$ cat config.mk
export PLATFORM = sky130hd
export DESIGN_NAME = rv32i_rf_writeback
export DESIGN_NICKNAME = d
export VERILOG_FILES = /design/src/rtl/rv32i_types_pkg.sv /design/src/rtl/rv32i_wb_rr_arbiter.sv /design/src/rtl/rv32i_rf_writeback.sv
export SDC_FILE = /design/constraint.sdc
export NUM_CORES = 1
export LEC_CHECK = 0
export CORE_MARGIN = 2
export CORE_UTILIZATION = 30
export CTS_BUF_LIST = sky130_fd_sc_hd__clkbuf_16
export CTS_CLUSTER_DIAMETER = 50
export DETAILED_ROUTE_END_ITERATION = 10
export GPL_TIMING_DRIVEN = 1
export PLACE_DENSITY = 0.58
export SYNTH_ARGS = -nofsm -noshare
export SYNTH_HDL_FRONTEND = slang
export SYNTH_SLANG_ARGS = --single-unit
$ cat constraint.sdc
create_clock -name CLK -period 5.85 [get_ports CLK]
set_input_delay 0.585 -clock CLK [delete_from_list [all_inputs] [get_ports CLK]]
set_output_delay 0.585 -clock CLK [all_outputs]
set_load 0.03 [all_outputs]
$ cat src/rtl/rv32i_types_pkg.sv
// Shared RV32I types: machine word and the writeback buffer entry
// used by the register-file write-side front end.
package rv32i_types_pkg;

  typedef logic [31:0] word_t;

  localparam int REG_W = 5;
  typedef logic [REG_W-1:0] regbits_t;

  typedef struct packed {
    logic     valid;
    regbits_t rd;
    word_t    data;
  } wb_entry_t;

endpackage

$ cat src/rtl/rv32i_wb_rr_arbiter.sv
// Round-robin arbiter for the writeback buffers: one grant per cycle,
// search begins one past the last granted source.
module rv32i_wb_rr_arbiter #(
  parameter int NUM_SRC = 3,
  localparam int IDX_W = (NUM_SRC > 1) ? $clog2(NUM_SRC) : 1
) (
  input  logic               CLK,
  input  logic               nRST,
  input  logic [NUM_SRC-1:0] req,
  input  logic               take,
  output logic [NUM_SRC-1:0] gnt,
  output logic [IDX_W-1:0]   gnt_idx
);

  logic [IDX_W-1:0] last_grant;

  // NOTE: every output of a combinational block gets a default first, so no
  // path through the loop can leave a value held and infer a latch.
  always_comb begin
    logic found;
    int   s;
    gnt     = '0;
    gnt_idx = last_grant;
    found   = 1'b0;
    for (int k = 1; k <= NUM_SRC; k++) begin
      s = int'(last_grant) + k;
      if (s >= NUM_SRC) s = s - NUM_SRC;
      if (!found && req[s]) begin
        found   = 1'b1;
        gnt[s]  = 1'b1;
        gnt_idx = IDX_W'(s);
      end
    end
  end

  // Reset points at the last source so source 0 is searched first.
  // NOTE: state uses non-blocking assignments so every flop samples pre-edge values.
  always_ff @(posedge CLK or negedge nRST) begin
    if (!nRST)     last_grant <= IDX_W'(NUM_SRC - 1);
    else if (take) last_grant <= gnt_idx;
  end

endmodule

$ cat src/rtl/rv32i_rf_writeback.sv
// Register-file write-side front end: one-entry buffer per result source,
// round-robin onto the single write port. `RF_WB_FWD_EN adds decode forwarding.
module rv32i_rf_writeback
  import rv32i_types_pkg::*;
#(
  parameter int NUM_SRC = 3
) (
  input  logic                          CLK,
  input  logic                          nRST,
  input  logic [NUM_SRC-1:0]            src_valid,
  output logic [NUM_SRC-1:0]            src_ready,
  input  logic [NUM_SRC-1:0][REG_W-1:0] src_rd,
  input  word_t [NUM_SRC-1:0]           src_data,
  output logic                          wen,
  output logic [REG_W-1:0]              rd,
  output word_t                         w_data,
  output logic [NUM_SRC-1:0]            busy
`ifdef RF_WB_FWD_EN
  ,
  input  logic [REG_W-1:0]              fwd_rs1,
  input  logic [REG_W-1:0]              fwd_rs2,
  output logic                          fwd_rs1_hit,
  output word_t                         fwd_rs1_data,
  output logic                          fwd_rs2_hit,
  output word_t                         fwd_rs2_data
`endif
);

  localparam int IDX_W = (NUM_SRC > 1) ? $clog2(NUM_SRC) : 1;

  wb_entry_t          buf_q [NUM_SRC];
  logic [NUM_SRC-1:0] req;
  logic [NUM_SRC-1:0] gnt;
  logic [IDX_W-1:0]   gnt_idx;
  logic               take;

  always_comb begin
    for (int i = 0; i < NUM_SRC; i++) begin
      req[i]       = buf_q[i].valid;
      src_ready[i] = !buf_q[i].valid || gnt[i];
    end
  end

  assign busy = req;
  assign take = |gnt;

  rv32i_wb_rr_arbiter #(.NUM_SRC(NUM_SRC)) u_arb (
    .CLK     (CLK),
    .nRST    (nRST),
    .req     (req),
    .take    (take),
    .gnt     (gnt),
    .gnt_idx (gnt_idx)
  );

  // A result for x0 is consumed but never marked valid, so it is dropped.
  // NOTE: the small buffers are fully reset so an entry never carries stale rd/data.
  always_ff @(posedge CLK or negedge nRST) begin
    if (!nRST) begin
      for (int i = 0; i < NUM_SRC; i++) buf_q[i] <= '0;
    end else begin
      for (int i = 0; i < NUM_SRC; i++) begin
        if (src_valid[i] && src_ready[i]) begin
          buf_q[i].valid <= (src_rd[i] != '0);
          buf_q[i].rd    <= src_rd[i];
          buf_q[i].data  <= src_data[i];
        end else if (gnt[i]) begin
          buf_q[i].valid <= 1'b0;
        end
      end
    end
  end

  // rd/w_data hold their last written values when no grant occurs.
  always_ff @(posedge CLK or negedge nRST) begin
    if (!nRST) begin
      wen    <= 1'b0;
      rd     <= '0;
      w_data <= '0;
    end else begin
      wen <= take;
      if (take) begin
        rd     <= buf_q[gnt_idx].rd;
        w_data <= buf_q[gnt_idx].data;
      end
    end
  end

`ifdef RF_WB_FWD_EN
  assign fwd_rs1_hit  = wen && (rd == fwd_rs1) && (fwd_rs1 != '0);
  assign fwd_rs1_data = w_data;
  assign fwd_rs2_hit  = wen && (rd == fwd_rs2) && (fwd_rs2 != '0);
  assign fwd_rs2_data = w_data;
`endif

endmodule

# Yosys cells after proc, flatten, opt, wreduce, memory -nomap -nowiden
# Index checks and enable logic that the tools add are counted.
[op_classes]
n_addsub = 6
n_lt_le_gt_ge = 10
mux = 35
n_bitwise = 3
reduce_logical = 23
[ops]
columns = ["operator", "n"]
rows = [
  ["$ge 32x1->1 const B", 3],
  ["$ge 32x3->1 const B", 3],
  ["$lt 32x4->1 const B", 3],
  ["$mux 32", 3],
  ["$sub 32x3->32 const B", 3],
  ["$bmux 38 s2", 1],
  ["$mux 37", 2],
  ["$mux 1", 17],
  ["$reduce_bool 5->1", 3],
  ["$mux 3", 3],
  ["$logic_and 1x1->1", 8],
  ["$add 2x2->3 const B", 2],
  ["$bmux 1 s2", 3],
  ["$demux 1 s2", 3],
  ["$mux 2", 3],
  ["$or 3x3->3", 2],
  ["$reduce_bool 2->1", 3],
  ["$logic_not 1->1", 5],
  ["$add 2x1->3 const B", 1],
  ["$ge 3x3->1 const B", 1],
  ["$logic_or 1x1->1", 3],
  ["$not 2->3", 1],
  ["$reduce_or 3->1", 1],
]
[totals]
reg_bits = 154
output_inout_bits = 44

# Logic depth before layout (Yosys ltp)
# Gate-level depths: netlist of the first run.
[logic_depth]
depth_word = 17
ltp_mapped = 11
depth_no_buf = 8

# Modules after synthesis
# Synthesis of the first run repeated with hierarchy kept, for this count alone.
[unflattened]
hier_cells = 553
area_unflattened_um2 = 7010.5
[modules_own_cells]
columns = ["module", "instances", "cells_per_inst", "area_each_um2", "seq_area_each_um2"]
rows = [
  ["rv32i_rf_writeback", 1, 497, 6552.5, 3803.6],
  ["rv32i_wb_rr_arbiter", 1, 56, 457.9, 51.3],
]

# Worst setup path before layout of the first run
# Ideal clock, no wire load.
[synth_timing]
kind = "reg-to-reg"
from = "reg u_arb.last_grant[1]"
to = "reg buf_q[10] in the netlist's numbering"
setup_ns = 0.125
arrival_time_ns = 2.684
path_slack_ns = 3.041
stages_incl_launch_ff = 10
n_path_buf = 1
synth_period_minus_slack_ns = 2.809
path_cell_list = "dfstp_2 -> inv_1 -> ha_1 -> inv_1 -> nor3_1 -> a221o_1 -> a311o_2 -> nand2_8 -> buf_12 -> mux2_4"
[synth_via]
elab_chain_len = 15
word_cells_on_any_way = 49
cone_classes = "add/sub (6); order compare (9); mux (23); bitwise (2); reduce/logical (9)"
[synth_rtl]
columns = ["element", "line_no", "source"]
rows = [
  ["start: declaration", "rv32i_wb_rr_arbiter.sv:15", "logic [IDX_W-1:0] last_grant;"],
  ["start signal: assignment", "rv32i_wb_rr_arbiter.sv:39", "if (!nRST) last_grant <= IDX_W'(NUM_SRC - 1);"],
  ["start signal: assignment", "rv32i_wb_rr_arbiter.sv:40", "else if (take) last_grant <= gnt_idx;"],
  ["parallel branches: the longest is 12 deep, another holds $sub 32x3->32", "-", ""],
  ["$mux 3 *", "rv32i_wb_rr_arbiter.sv:28", "if (!found && req[s]) begin"],
  ["$logic_or 1x1->1 *", "rv32i_rf_writeback.sv:40", "src_ready[i] = !buf_q[i].valid || gnt[i];"],
  ["net src_ready[2]", "rv32i_rf_writeback.sv:11", "output logic [NUM_SRC-1:0] src_ready,"],
  ["$logic_and 1x1->1 *", "rv32i_rf_writeback.sv:63", "if (src_valid[i] && src_ready[i]) begin"],
  ["end: declaration", "rv32i_rf_writeback.sv:31", "wb_entry_t buf_q [NUM_SRC];"],
]
# Mark *: on every way through the listed nets, which the timed path passes. The select of a mux whose other input is x is not followed.
# A chain may end at the register's enable or synchronous reset.

# Worst setup path after layout of the first run
[layout_timing]
from = "reg u_arb.last_grant[0]"
to = "out src_ready[2]"
[layout_via]
elab_chain_len = 14
word_cells_on_any_way = 48
cone_classes = "add/sub (6); order compare (9); mux (23); bitwise (2); reduce/logical (8)"
[layout_rtl]
columns = ["element", "line_no"]
rows = [
  ["parallel branches: the longest is 12 deep, another holds $sub 32x3->32", "-"],
  ["$mux 3 *", "rv32i_wb_rr_arbiter.sv:28"],
  ["$logic_or 1x1->1 *", "rv32i_rf_writeback.sv:40"],
  ["end: declaration", "rv32i_rf_writeback.sv:11"],
]
# Every way passes the cells marked *. The select of a mux whose other input is x is not followed.

==> reports/results.ini, run 1 <==
[outcome]
status = completed

[sta]
finalHoldViolCount = 0
setup_violations = 0
timing.final.max_slew_violations = 0
finalCritPeriodShare = 0.695
rsz0062_at_grt = false
skew_ns = 0.0106
finalSetupTns_ns = 0
min_period_ns = 4.07
maxSlewHeadroom = 0.234
worst_slew_pin_slew_ns = 1.14
fmax_ghz = 0.246

[clock_tree]
clkLatencyLatePin_ns = 0.43
clkTransAtPathRegs_ns = 0.07
cts-resized-gates = 0
cts_hold_buf = 0
cts_tree = done
root_buffer = clkbuf_16
numCtsBuffers = 17
cts.sinks = 154
cts_setup_buffers = 0
htreeDepth = 4
clock_path_buffers = 2

[routing]
drtIter0Drc = 275
routed_via_density = 4.67
wl_um = 18200
drc = 0
routed-via-count = 4697
drtPass1Iterations = 4
ant_nets = 0
routedWlPerCell_um = 18.1

[critical_path]
cp_cell_sequence = inv_1 > ha_1 > inv_1 > o2111a_1 > a221o_1 > a311o_2 > clkdlybuf4s50_1
worstSetupStartpointType = flip-flop
cp_slowest_stage_delay_ns = 0.62
cp_max_fo = 14
r2r_cells = 9
worst-setup-path-type = flip-flop to output port
crit_required_ns = 5.27
crit_top_cell = inv_1
arrival_ns = 3.48
worst_path_max_delay_cell = clkdlybuf4s50_1
crit_path_end_kind = output port

[logic_synthesis]
synth_commonest_cells = dfrtp_1, mux2_2, mux2i_1, mux2_4, nand2_1
async_reset_ff_frac = 1.00
yosysSeqAreaShare = 0.517
synth_cell_types = 45
avgSynthCellArea_um2 = 14.5
syn-cell-area_um2 = 7460
synth_compound_area_frac = 0.0309
synth_edf_count = 0
ys_ff_latch = 154
synth_top_family_by_area = multiplexers
yosys.area.top_type = dfrtp_1
synth.most_common_cell = dfrtp_1
synth_top_cell_area_share = 0.513
synth-xor-area-share = 0
synth_area_leaders = dfrtp_1, mux2_2, mux2_4
synth_simple_gate_area_frac = 0.0364
ys.flop_type = dfrtp_1
synthCells = 515
yosysWarningCount = 0
syn_nets = 637
synthAdderAreaFrac = 0.0101
muxShareOfSynthArea = 0.361

[global_route]
grt_pass1_vias = 5180
grt_overflow = 0
grt_max_degree = 99
grt_use_total = 0.145
antenna_found_initial = 0
grt_pass1_wl_um = 29300

[placed_design]
place_congestion = 0.868
dp_hpwl_um = 12000
port_buffers = 159

[floorplanning]
fp.dieH_um = 162
start_util = 0.306
ios = 160
core-area_um2 = 24400
die_w_um = 162
fp-row-count = 57
die_area_um2 = 26100

[cells_and_area]
drive_gt1_frac = 0.291
nets = 790
area_growth_pct = 31.4
antenna_cells = 0

[worst_hold_path]
min_path_type = primary input to asynchronous set/reset pin

[job]
maxCapViolations = 0

routing by layer:
metal | GRT usage | vias up | share of wire
met2 | 0.246 | 134 | 0.50
met3 | 0.0455 | 19 | 0.051
met1 | 0.180 | 2398 | 0.44
li1 | - | 2146 | -
met5 | 0 | - | 0
met4 | 0.0374 | 0 | 0.0089
registers in the layout, indices dropped and copies added (netlist names):
signal and flops:
u_arb.last_grant 2, w_data 32, wen 1, busy 3, rd 5, buf_q 111
metrics by stage:
stage / area [um^2] / cells / hold WS [ns] / setup slack [ns] / util
floorplan: 7460 / 515 / 0.289 / 3.04 / -
global placement: 9230 / 973 / 0.475 / 2.11 / 0.379
detailed placement: 9230 / 973 / 0.482 / 1.99 / 0.379
CTS: 9800 / 1005 / 0.302 / 1.79 / 0.402
global route: 9800 / 1005 / 0.326 / 1.54 / 0.402
finish: 9800 / 1005 / 0.263 / 1.78 / 0.402
critical path: cells and delay by family (launching register included):
family / cells / cell delay, ns
buffers and inverters: 3 / 1.07
AO/OA/AOI/OAI: 3 / 0.96
adder cells (fa/ha/maj): 1 / 0.60
flip-flops: 1 / 0.43
kinds of logic (layout without fill, tap and decap cells):
family / after synthesis / count (layout)
multiplexers: 228 / 228
flip-flops: 154 / 154
AND/OR/NAND/NOR: 57 / 57
buffers and inverters: 39 / 205
AO/OA/AOI/OAI: 31 / 31
adder cells (fa/ha/maj): 6 / 6
final timing paths:
check | startpoint | end | slack (ns)
max in group asynchronous | nRST | w_data[24] | 4.33
worst max register to register | u_arb.last_grant[0] | buf_q[42] | 1.97
worst max-delay path | u_arb.last_grant[0] | src_ready[2] | 1.78
worst min-delay path | nRST | buf_q[112] | 0.26
worst min register to register | buf_q[107] | buf_q[107] | 0.49
min in group CLK | buf_q[107] | buf_q[107] | 0.49
cell type report:
| class | instances | area [um^2] |
|---|---|---|
| Sequential cell | 154 | 3850 |
| Inverter | 8 | 30.0 |
| Clock buffer | 17 | 425 |
| Fill cell | 2306 | 14600 |
| Multi-Input combinational cell | 322 | 3300 |
| Tap cell | 324 | 405 |
| Clock inverter | 15 | 141 |
| Timing Repair Buffer | 165 | 1640 |
cell usage in the layout, fill, tap and decap left out, types with 6 or more instances in the layout:
cell,netlist,final
nand2_1,42,42
o21ai_0,6,6
clkdlybuf4s50_1,0,158
dfrtp_1,153,153
mux2_4,60,60
ha_1,6,6
buf_4,6,6
inv_1,7,8
clkbuf_16,0,17
mux2_2,88,88
mux2i_1,78,78
Power of run 1 is left out: the tool's default activity adds up to more than one toggle a clock period on the data nets, which glitch-free logic cannot reach.
==> inputs of run 2 (changes only) <==
==> constraint.sdc (replaced) <==
create_clock -name CLK -period 3.9 [get_ports CLK]
set_input_delay 0.39 -clock CLK [delete_from_list [all_inputs] [get_ports CLK]]
set_output_delay 0.39 -clock CLK [all_outputs]
set_load 0.03 [all_outputs]
==> run 2 against run 1 <==
Compared with the run above: sequential share of layout area fell by 0.27 points; register-to-register slack got worse by 1.4 ns; first-iteration DRC count fell by 8.0%; clock-buffer cell count stayed put; global-route usage fell by 0.097 points; sequential cell count stayed put; critical path type unchanged; critical endpoint unchanged; largest cell class unchanged.
==> reports/results.ini, run 2 (same netlist as run 1, synthesis figures left out) <==
[routing]
ant_nets = 0  ; unchanged
wl_um = 18400  ; +0.70%
routed-via-count = 4687  ; -0.21%
routed_via_density = 4.65  ; -0.61%
drc = 0  ; unchanged
routedWlPerCell_um = 18.2  ; +0.30%
drtPass1Iterations = 4  ; unchanged
drtIter0Drc = 253  ; -8.0%

[clock_tree]
cts_setup_buffers = 0  ; unchanged
cts_tree = done
cts_hold_buf = 0  ; unchanged
root_buffer = clkbuf_16
numCtsBuffers = 17  ; unchanged
clkLatencyLatePin_ns = 0.43  ; about the same
clkTransAtPathRegs_ns = 0.07  ; about the same
htreeDepth = 4  ; unchanged
clock_path_buffers = 2  ; unchanged
cts.sinks = 154  ; unchanged

[critical_path]
r2r_slack_ns = 0.58  ; -1.39 ns
r2r_cells = 8  ; -1
cp_cell_sequence = inv_1 > ha_2 > inv_1 > nor3_1 > a221o_1 > a311o_2 > clkdlybuf4s50_1
crit_top_cell = inv_1
worst-setup-path-type = flip-flop to output port
worstSetupStartpointType = flip-flop
r2r-start = u_arb.last_grant[0]
crit_path_end_kind = output port
arrival_ns = 3.37  ; -0.11 ns
cp_max_fo = 14  ; unchanged
worst_path_max_delay_cell = clkdlybuf4s50_1
cp_slowest_stage_delay_ns = 0.62  ; about the same
cp_top_family = buffers and inverters
r2r-end = w_data[13]
crit_required_ns = 3.51  ; -1.76 ns
path_buf_inv = 3  ; unchanged

[sta]
min_period_ns = 3.76
skew_ns = 0.0140  ; +0.00336 ns
worst_slack_ns = 0.140  ; -1.65 ns
finalSetupTns_ns = 0  ; unchanged
finalCritPeriodShare = 0.964
hold_ws_ns = 0.0457  ; -0.218 ns
setup_violations = 0  ; unchanged
rsz0062_at_grt = false
finalHoldViolCount = 0  ; unchanged
timing.final.max_slew_violations = 0  ; unchanged
fmax_ghz = 0.266
worst_slew_pin_slew_ns = 0.904  ; -0.241 ns
maxSlewHeadroom = 0.397  ; +0.163

[global_route]
grt_pass1_vias = 5098  ; -1.6%
antenna_found_initial = 0  ; unchanged
grt_pass1_wl_um = 29000  ; -1.1%
grt_max_degree = 95  ; -4.0%
grt_overflow = 0  ; unchanged
grt_use_total = 0.144  ; -0.000965

[cells_and_area]
antenna_cells = 0  ; unchanged
layout_common_cells = clkdlybuf4s50_1, dfrtp_1, mux2_2, mux2i_1, mux2_4
multi_input_area_um2 = 3310  ; about the same
nets = 794  ; +0.51%
final_common_cell = clkdlybuf4s50_1
regArea_um2 = 3850  ; unchanged
final_util = 0.405  ; +0.00282
drive_gt1_frac = 0.295  ; +0.00414
largestRegisters = buf_q (111), w_data (32), rd (5)
largest_reg_flops = 111  ; unchanged
area_growth_pct = 32.3
n_fill_cell = 2293  ; -0.56%
regMostFlops = buf_q

[floorplanning]
die_w_um = 162  ; unchanged
die_area_um2 = 26100  ; unchanged
fp.dieH_um = 162  ; unchanged
core-area_um2 = 24400  ; unchanged
start_util = 0.306  ; unchanged
ios = 160  ; unchanged
fp-row-count = 57  ; unchanged

[job]
maxCapViolations = 0  ; unchanged

[placed_design]
dp_hpwl_um = 12300  ; +2.1%
preCtsSetupSlack_ns = 0.494  ; -1.50 ns
port_buffers = 159  ; unchanged
place_congestion = 0.848  ; -2.4%

[outcome]
status = completed

[worst_hold_path]
min_path_type = primary input to asynchronous set/reset pin

## run 2: cell count changes in the layout (fill, tap and decap cells not counted), sizes merged
| cell | change |
|---|---|
| buf | +4 |
| bufinv | -1 |
| clkinv | +1 |
## run 2: per-layer routing
| layer | track usage | wire length [um] |
|---|---|---|
| met5 | 0 | 0 |
| met4 | 0.0382 | 210 |
| met3 | 0.0398 | 947 |
| met2 | 0.242 | 9090 |
| met1 | 0.184 | 8110 |
## run 2: repair_timing
item	CTS	global route
endpoints found under the hold margin	0	0
gates resized for setup	0	1
setup endpoints to repair	0	2
## run 2: worst max-delay path by stage
| stage | depth (start not counted) | to | slack [ns] | startpoint |
|---|---|---|---|---|
| 2_1_floorplan | 9 | buf_q[10] | 1.09 | u_arb.last_grant[1] |
| 3_3_place_gp | 8 | w_data[13] | 0.60 | u_arb.last_grant[1] |
| 3_5_place_dp | 8 | w_data[21] | 0.49 | u_arb.last_grant[1] |
| 4_1_cts | 7 | src_ready[2] | 0.04 | u_arb.last_grant[1] |
| 5_1_grt | 7 | src_ready[2] | 0.006 | u_arb.last_grant[0] |
| 6_report | 7 | src_ready[2] | 0.14 | u_arb.last_grant[0] |
## run 2: layout make-up
| class | count | area share |
|---|---|---|
| clock buffer | 17 | 0.0431 |
| clock inverter | 15 | 0.0117 |
| inverter | 8 | 0.00304 |
| multi-input combinational | 322 | 0.335 |
| sequential | 154 | 0.391 |
| tap | 324 | 0.0411 |
| timing repair buffer | 169 | 0.175 |
## run 2: metrics by stage
stage / area, um^2 / cells
2_1_floorplan: 7460 / 515
3_3_place_gp: 9330 / 977
3_5_place_dp: 9330 / 977
4_1_cts: 9870 / 1009
5_1_grt: 9870 / 1009
6_report: 9870 / 1009
## run 2: worst reg2reg max path: stages, from the launching register on
cell and delay, ns:
dfrtp_1 0.44, inv_1 0.26, ha_2 0.42, or3b_1 0.43, o21ai_1 0.15, a221oi_2 0.13, o21ai_4 0.72, buf_12 0.29
mux2_2 0.36
Power of run 2 is left out for the same reason.
